## config.mk

```make
export PLATFORM = sky130hd
export DESIGN_NAME = muldiv_unit
export DESIGN_NICKNAME = d
export VERILOG_FILES = /design/src/rtl/muldiv_unit.sv
export SDC_FILE = /design/constraint.sdc
export NUM_CORES = 1
export LEC_CHECK = 0
export ABC_AREA = 1
export CORE_MARGIN = 2
export CORE_UTILIZATION = 31
export DETAILED_ROUTE_END_ITERATION = 6
export GPL_ROUTABILITY_DRIVEN = 0
export MAX_ROUTING_LAYER = met4
export PLACE_DENSITY = 0.56
export SLEW_MARGIN = 20
export SYNTH_ARGS = -nofsm -noshare
export SYNTH_HDL_FRONTEND = slang
export SYNTH_SLANG_ARGS = --single-unit
export TNS_END_PERCENT = 5
```

## constraint.sdc

```tcl
create_clock -name clk -period 4.8 [get_ports clk]
set_clock_uncertainty 0.1 [all_clocks]
set_input_delay 1.2 -clock clk [delete_from_list [all_inputs] [get_ports clk]]
set_output_delay 1.2 -clock clk [all_outputs]
set_load 0.02 [all_outputs]
```

## src/rtl/muldiv_unit.sv

```systemverilog
// Iterative multiply/divide unit holding the architectural HI/LO registers.
// Shift-add multiply and restoring divide: WIDTH iterations, then one fixup cycle.
module muldiv_unit #(
  parameter int WIDTH = 32
) (
  input  logic             clk,
  input  logic             reset,
  input  logic             startE,
  input  logic [2:0]       opE,
  input  logic [WIDTH-1:0] srcaE,
  input  logic [WIDTH-1:0] srcbE,
  input  logic             rdhiloE,
  input  logic             abort,
  output logic [WIDTH-1:0] hi,
  output logic [WIDTH-1:0] lo,
  output logic             busy,
  output logic             stall,
  output logic             done,
  output logic             divzero
);
  localparam int CW = $clog2(WIDTH + 1);
  localparam logic [CW-1:0] LAST_ITER = CW'(WIDTH - 1);

  localparam logic [2:0] OP_MULT  = 3'b000;
  localparam logic [2:0] OP_MULTU = 3'b001;
  localparam logic [2:0] OP_DIV   = 3'b010;
  localparam logic [2:0] OP_DIVU  = 3'b011;
  localparam logic [2:0] OP_MTHI  = 3'b100;
  localparam logic [2:0] OP_MTLO  = 3'b101;

  typedef enum logic [1:0] {IDLE, MUL, DIV, FIX} state_t;

  state_t             state_q, state_d;
  logic [CW-1:0]      cnt_q, cnt_d;
  logic [2*WIDTH-1:0] acc_q, acc_d;
  logic [WIDTH-1:0]   opnd_q, opnd_d;
  logic               sign_a_q, sign_a_d;
  logic               sign_b_q, sign_b_d;
  logic               is_div_q, is_div_d;
  logic               divzero_q, divzero_d;
  logic               done_q, done_d;
  logic [WIDTH-1:0]   hi_q, hi_d;
  logic [WIDTH-1:0]   lo_q, lo_d;

  logic               op_mul, op_div, op_signed, b_zero;
  logic [WIDTH-1:0]   abs_a, abs_b;
  logic [WIDTH:0]     mul_sum;
  logic [WIDTH:0]     div_shift;
  logic               div_ge;
  logic [WIDTH-1:0]   div_sub;
  logic [2*WIDTH-1:0] prod_fix;
  logic [WIDTH-1:0]   quot_fix, rem_fix;

  assign op_mul    = (opE == OP_MULT) | (opE == OP_MULTU);
  assign op_div    = (opE == OP_DIV)  | (opE == OP_DIVU);
  assign op_signed = (opE == OP_MULT) | (opE == OP_DIV);
  assign b_zero    = (srcbE == '0);
  assign abs_a     = (op_signed & srcaE[WIDTH-1]) ? -srcaE : srcaE;
  assign abs_b     = (op_signed & srcbE[WIDTH-1]) ? -srcbE : srcbE;

  // Multiply: acc = {partial product, remaining multiplier bits}.
  assign mul_sum   = {1'b0, acc_q[2*WIDTH-1:WIDTH]} + {1'b0, opnd_q};

  // Divide: acc = {remainder, dividend bits being shifted out / quotient shifted in}.
  // A trial subtraction that would borrow leaves the shifted remainder untouched.
  assign div_shift = acc_q[2*WIDTH-1:WIDTH-1];
  assign div_ge    = div_shift >= {1'b0, opnd_q};
  assign div_sub   = div_shift[WIDTH-1:0] - opnd_q;

  assign prod_fix  = (sign_a_q ^ sign_b_q) ? -acc_q : acc_q;
  assign quot_fix  = (sign_a_q ^ sign_b_q) ? -acc_q[WIDTH-1:0] : acc_q[WIDTH-1:0];
  assign rem_fix   = sign_a_q ? -acc_q[2*WIDTH-1:WIDTH] : acc_q[2*WIDTH-1:WIDTH];

  always_comb begin
    state_d   = state_q;
    cnt_d     = cnt_q;
    acc_d     = acc_q;
    opnd_d    = opnd_q;
    sign_a_d  = sign_a_q;
    sign_b_d  = sign_b_q;
    is_div_d  = is_div_q;
    divzero_d = divzero_q;
    done_d    = 1'b0;
    hi_d      = hi_q;
    lo_d      = lo_q;

    case (state_q)
      IDLE: begin
        if (startE) begin
          divzero_d = op_div & b_zero;
          sign_a_d  = op_signed & srcaE[WIDTH-1];
          sign_b_d  = op_signed & srcbE[WIDTH-1];
          cnt_d     = '0;
          if (op_mul) begin
            state_d  = MUL;
            is_div_d = 1'b0;
            acc_d    = {{WIDTH{1'b0}}, abs_b};
            opnd_d   = abs_a;
          end else if (op_div) begin
            is_div_d = 1'b1;
            opnd_d   = abs_b;
            if (b_zero) begin
              // Raw dividend is kept so the fixup can return it unmodified in HI.
              state_d = FIX;
              acc_d   = {{WIDTH{1'b0}}, srcaE};
            end else begin
              state_d = DIV;
              acc_d   = {{WIDTH{1'b0}}, abs_a};
            end
          end else if (opE == OP_MTHI) begin
            hi_d = srcaE;
          end else if (opE == OP_MTLO) begin
            lo_d = srcaE;
          end
        end
      end
      MUL: begin
        acc_d = acc_q[0] ? {mul_sum, acc_q[WIDTH-1:1]} : {1'b0, acc_q[2*WIDTH-1:1]};
        cnt_d = cnt_q + CW'(1);
        if (cnt_q == LAST_ITER) state_d = FIX;
      end
      DIV: begin
        acc_d = div_ge ? {div_sub, acc_q[WIDTH-2:0], 1'b1}
                       : {div_shift[WIDTH-1:0], acc_q[WIDTH-2:0], 1'b0};
        cnt_d = cnt_q + CW'(1);
        if (cnt_q == LAST_ITER) state_d = FIX;
      end
      FIX: begin
        state_d = IDLE;
        done_d  = 1'b1;
        if (is_div_q) begin
          if (divzero_q) begin
            hi_d = acc_q[WIDTH-1:0];
            lo_d = '1;
          end else begin
            hi_d = rem_fix;
            lo_d = quot_fix;
          end
        end else begin
          {hi_d, lo_d} = prod_fix;
        end
      end
      default: state_d = IDLE;
    endcase

    // Abort wins over a same-cycle writeback; HI/LO keep their old values.
    if (abort && (state_q != IDLE)) begin
      state_d = IDLE;
      done_d  = 1'b0;
      hi_d    = hi_q;
      lo_d    = lo_q;
    end
  end

  always_ff @(posedge clk) begin
    if (reset) begin
      state_q   <= IDLE;
      cnt_q     <= '0;
      acc_q     <= '0;
      opnd_q    <= '0;
      sign_a_q  <= 1'b0;
      sign_b_q  <= 1'b0;
      is_div_q  <= 1'b0;
      divzero_q <= 1'b0;
      done_q    <= 1'b0;
      hi_q      <= '0;
      lo_q      <= '0;
    end else begin
      state_q   <= state_d;
      cnt_q     <= cnt_d;
      acc_q     <= acc_d;
      opnd_q    <= opnd_d;
      sign_a_q  <= sign_a_d;
      sign_b_q  <= sign_b_d;
      is_div_q  <= is_div_d;
      divzero_q <= divzero_d;
      done_q    <= done_d;
      hi_q      <= hi_d;
      lo_q      <= lo_d;
    end
  end

  assign hi      = hi_q;
  assign lo      = lo_q;
  assign busy    = (state_q != IDLE);
  assign stall   = busy & (startE | rdhiloE);
  assign done    = done_q;
  assign divzero = divzero_q;

endmodule

```

==> qor.yml <==
status:
  outcome: "completed"
worst_setup_path:
  cp_max_fo: 3
  start_kind: "primary input"
  end_kind: "output pin"
  critical_path_required_ns: 3.50
  arrival_ns: 2.46
  critPathKind: "in2out"
  r2r_slack_ns: 1.41
floorplanning:
  rows: 91
  pin_count: 140
  die_w_um: 254.9
  die_h_um: 254.9
  die_area_sq_um: 64970
  core_sq_um: 61940
  initial_utilization_pct: 31.50
synthesis:
  ys_seq_area_share_pct: 17.75
  syn_area_sq_um: 19510
  synthCells: 3583
  yosysUniqueCellTypes: 51
  ys_warn_count: 0
  ys_ff_latch: 173
  async_flop_share_pct: 0
  synth_edf_count: 0
  synthFlopType: "dfxtp_1"
  synth_fp_nets: 3731
  avgSynthCellArea_sq_um: 5.446
clocking:
  clk_pin_slew_worst_paths_ns: 0.07
  numCtsBuffers: 17
  cts-resized-gates: 0
  cts_setup_buffers: 0
  clockBufferDepth: 2
  cts_root_buf: "clkbuf_16"
  cts_num_sinks: 173
  clk_latency_ns: 0.50
  ctsHoldBuffers: 0
  cts_tree: "built"
  htreeDepth: 4
placement:
  pre_cts_ws_ns: 0.9737
  dp_hpwl_um: 75300
  io_buffers: 139
route:
  viasPerCell: 5.402
  vias: 24234
  drt_first_iter_violations: 2993
  totalWireLength_um: 93850
  wl_per_cell_um: 20.92
  drc: 0
  firstDrtPassIters: 7
  antenna_left: 0
global_routing:
  grt_first_pass_wirelength_um: 138400
  grt_antenna_before_repair: 5
  first_global_vias: 22458
  grt_usage_pct: 29.46
  grt.overflow.total: 0
  grt_max_degree: 93
finish:
  register_area_sq_um: 3463
  drive_gt1_share_pct: 4.801
  fillers: 7141
  utilization_pct: 35.82
  final_nets: 3781
  multiInputGateArea_sq_um: 13580
  area_growth_pct: 13.70
sta:
  slew_headroom_pct: 31.20
  rsz0062_at_grt: "no"
  finalCriticalPeriod_ns: 3.765
  setup_slack_ns: 1.035
  setup_viol: 0
  worst_pin_slew_ns: 1.032
  final-hold-violation-count: 0
  fmax_mhz: 265.6
  finalCritPeriodShare_pct: 78.43
  drv_slew: 0
  setup_tns_ns: 0
min_path:
  worst_hold_path_type: "reg2reg"
pwr:
  power_density_nw_per_um2: 426.7
  leakage_nw: 10.81
  peakVddDrop_mv: 0.4396
flow_run:
  cap_violations: 0
registers in the layout, summed over array words and instances (netlist names):
signal,cells
is_div_q,1
cnt_q,6
divzero,1
acc_q,64
hi,32
done,1
lo,32
opnd_q,32
sign_a_q,1
state_q,2
sign_b_q,1
power breakdown:
part           switching [W]  internal (W)  leakage [nW]
Sequential          0.000400       0.00177          1.41
Combinational        0.00410       0.00179          9.13
Clock               0.000697      0.000702         0.272
Total                0.00520       0.00427          10.8
cells in the final DEF, fill, tap and decap left out, drive strengths merged, types with 3 or more instances in the layout:
| master | Yosys | routed |
|---|---|---|
| o21bai | 7 | 7 |
| diode | 0 | 4 |
| o22ai | 30 | 30 |
| ha | 74 | 74 |
| nor2 | 406 | 406 |
| inv | 478 | 484 |
| clkinv | 3 | 7 |
| and2 | 6 | 6 |
| o31ai | 3 | 3 |
| o21a | 3 | 3 |
| nand4 | 37 | 37 |
| o21ai | 270 | 270 |
| a22oi | 3 | 3 |
| nand3b | 7 | 7 |
| a21oi | 314 | 314 |
| clkdlybuf4s50 | 0 | 138 |
| dfxtp | 173 | 173 |
| a221oi | 3 | 3 |
| buf | 58 | 40 |
| o211ai | 50 | 50 |
| a31oi | 8 | 8 |
| nand2 | 1120 | 1120 |
| xor2 | 60 | 60 |
| nor3 | 34 | 34 |
| o221ai | 14 | 14 |
| clkbuf | 89 | 20 |
| nand3 | 297 | 297 |
| xnor2 | 20 | 20 |
| a211oi | 4 | 4 |
| or2 | 4 | 4 |
final timing paths:
path | start | end | cells past startpoint
hold / removal | cnt_q[1] | cnt_q[1] | 2
setup / recovery | startE | stall | 4
hold reg to reg | cnt_q[1] | cnt_q[1] | 2
setup reg to reg | opnd_q[27] | acc_q[63] | 17
per-stage QoR:
stage	instance area (sq um)	instances	total power (W)	hold slack, ns
floorplan	19510	3583	0.005792	0.3565
global placement	21620	4451	0.007900	0.3732
detailed placement	21620	4451	0.007891	0.3788
CTS	22180	4482	0.009304	0.3893
global route	22190	4486	0.01004	0.4182
finish	22190	4486	0.009467	0.3862
cell families (layout without fill, tap and decap cells):
group	after synthesis	in the layout	share of synthesized area [%]
other cells	0	4	0
simple gates	1916	1916	41.03
fa+ha+maj	76	76	4.950
flops	173	173	17.75
xor+xnor	80	80	3.591
buf+inv	628	690	12.68
compound gates	710	710	20.00
critical path, cell delays in order:
cell,delay (ns)
clkdlybuf4s50_1,0.52
nor2_1,0.06
nor2_1,0.08
clkdlybuf4s50_1,0.61
layout make-up:
type                       instances  area share, %
sequential                       173          15.61
antenna                            4        0.04512
timing repair buffer             178          7.737
clock inverter                    11         0.4512
clock buffer                      20          2.058
multi-input combinational       2782          61.22
inverter                         481          8.160
tap                              837          4.720
synthesized netlist by cell type, types with 3 or more instances:
| library cell | count | area, sq um |
|---|---|---|
| a211oi_1 | 4 | 30.03 |
| o21ai_0 | 245 | 1226 |
| a31oi_1 | 8 | 50.05 |
| o21a_1 | 3 | 22.52 |
| a22oi_1 | 3 | 22.52 |
| buf_2 | 36 | 180.2 |
| nand3_2 | 14 | 140.1 |
| inv_1 | 460 | 1727 |
| ha_1 | 74 | 925.9 |
| buf_6 | 4 | 45.04 |
| clkbuf_1 | 87 | 326.6 |
| o211ai_1 | 50 | 375.4 |
| nand3_1 | 283 | 1416 |
| nor2_1 | 376 | 1411 |
| clkinv_1 | 3 | 11.26 |
| dfxtp_1 | 173 | 3463 |
| buf_4 | 5 | 37.54 |
| xor2_1 | 60 | 525.5 |
| and2_1 | 6 | 37.54 |
| a221oi_1 | 3 | 26.28 |
| o21ai_1 | 22 | 110.1 |
| nor3_1 | 31 | 155.2 |
| o221ai_1 | 14 | 122.6 |
| nand2_2 | 18 | 112.6 |
| inv_2 | 17 | 63.81 |
| nor3_2 | 3 | 30.03 |
| o21ai_2 | 3 | 26.28 |
| a21oi_1 | 301 | 1506 |
| nand2_1 | 1102 | 4136 |
| nor2_2 | 24 | 150.1 |
| xnor2_1 | 20 | 175.2 |
| o21bai_1 | 7 | 52.55 |
| nand3b_1 | 7 | 52.55 |
| buf_1 | 12 | 45.04 |
| o31ai_1 | 3 | 22.52 |
| nor2_4 | 6 | 67.56 |
| o22ai_1 | 30 | 187.7 |
| a21oi_2 | 13 | 113.9 |
| nand4_1 | 36 | 225.2 |
per-layer routing:
| layer | global-route usage (%) | wire (um) |
|---|---|---|
| met5 | - | 0 |
| met4 | 19.95 | 7251 |
| met3 | 5.421 | 8463 |
| met2 | 44.00 | 40470 |
| met1 | 36.07 | 37660 |
(Power assumes the default switching activity.)
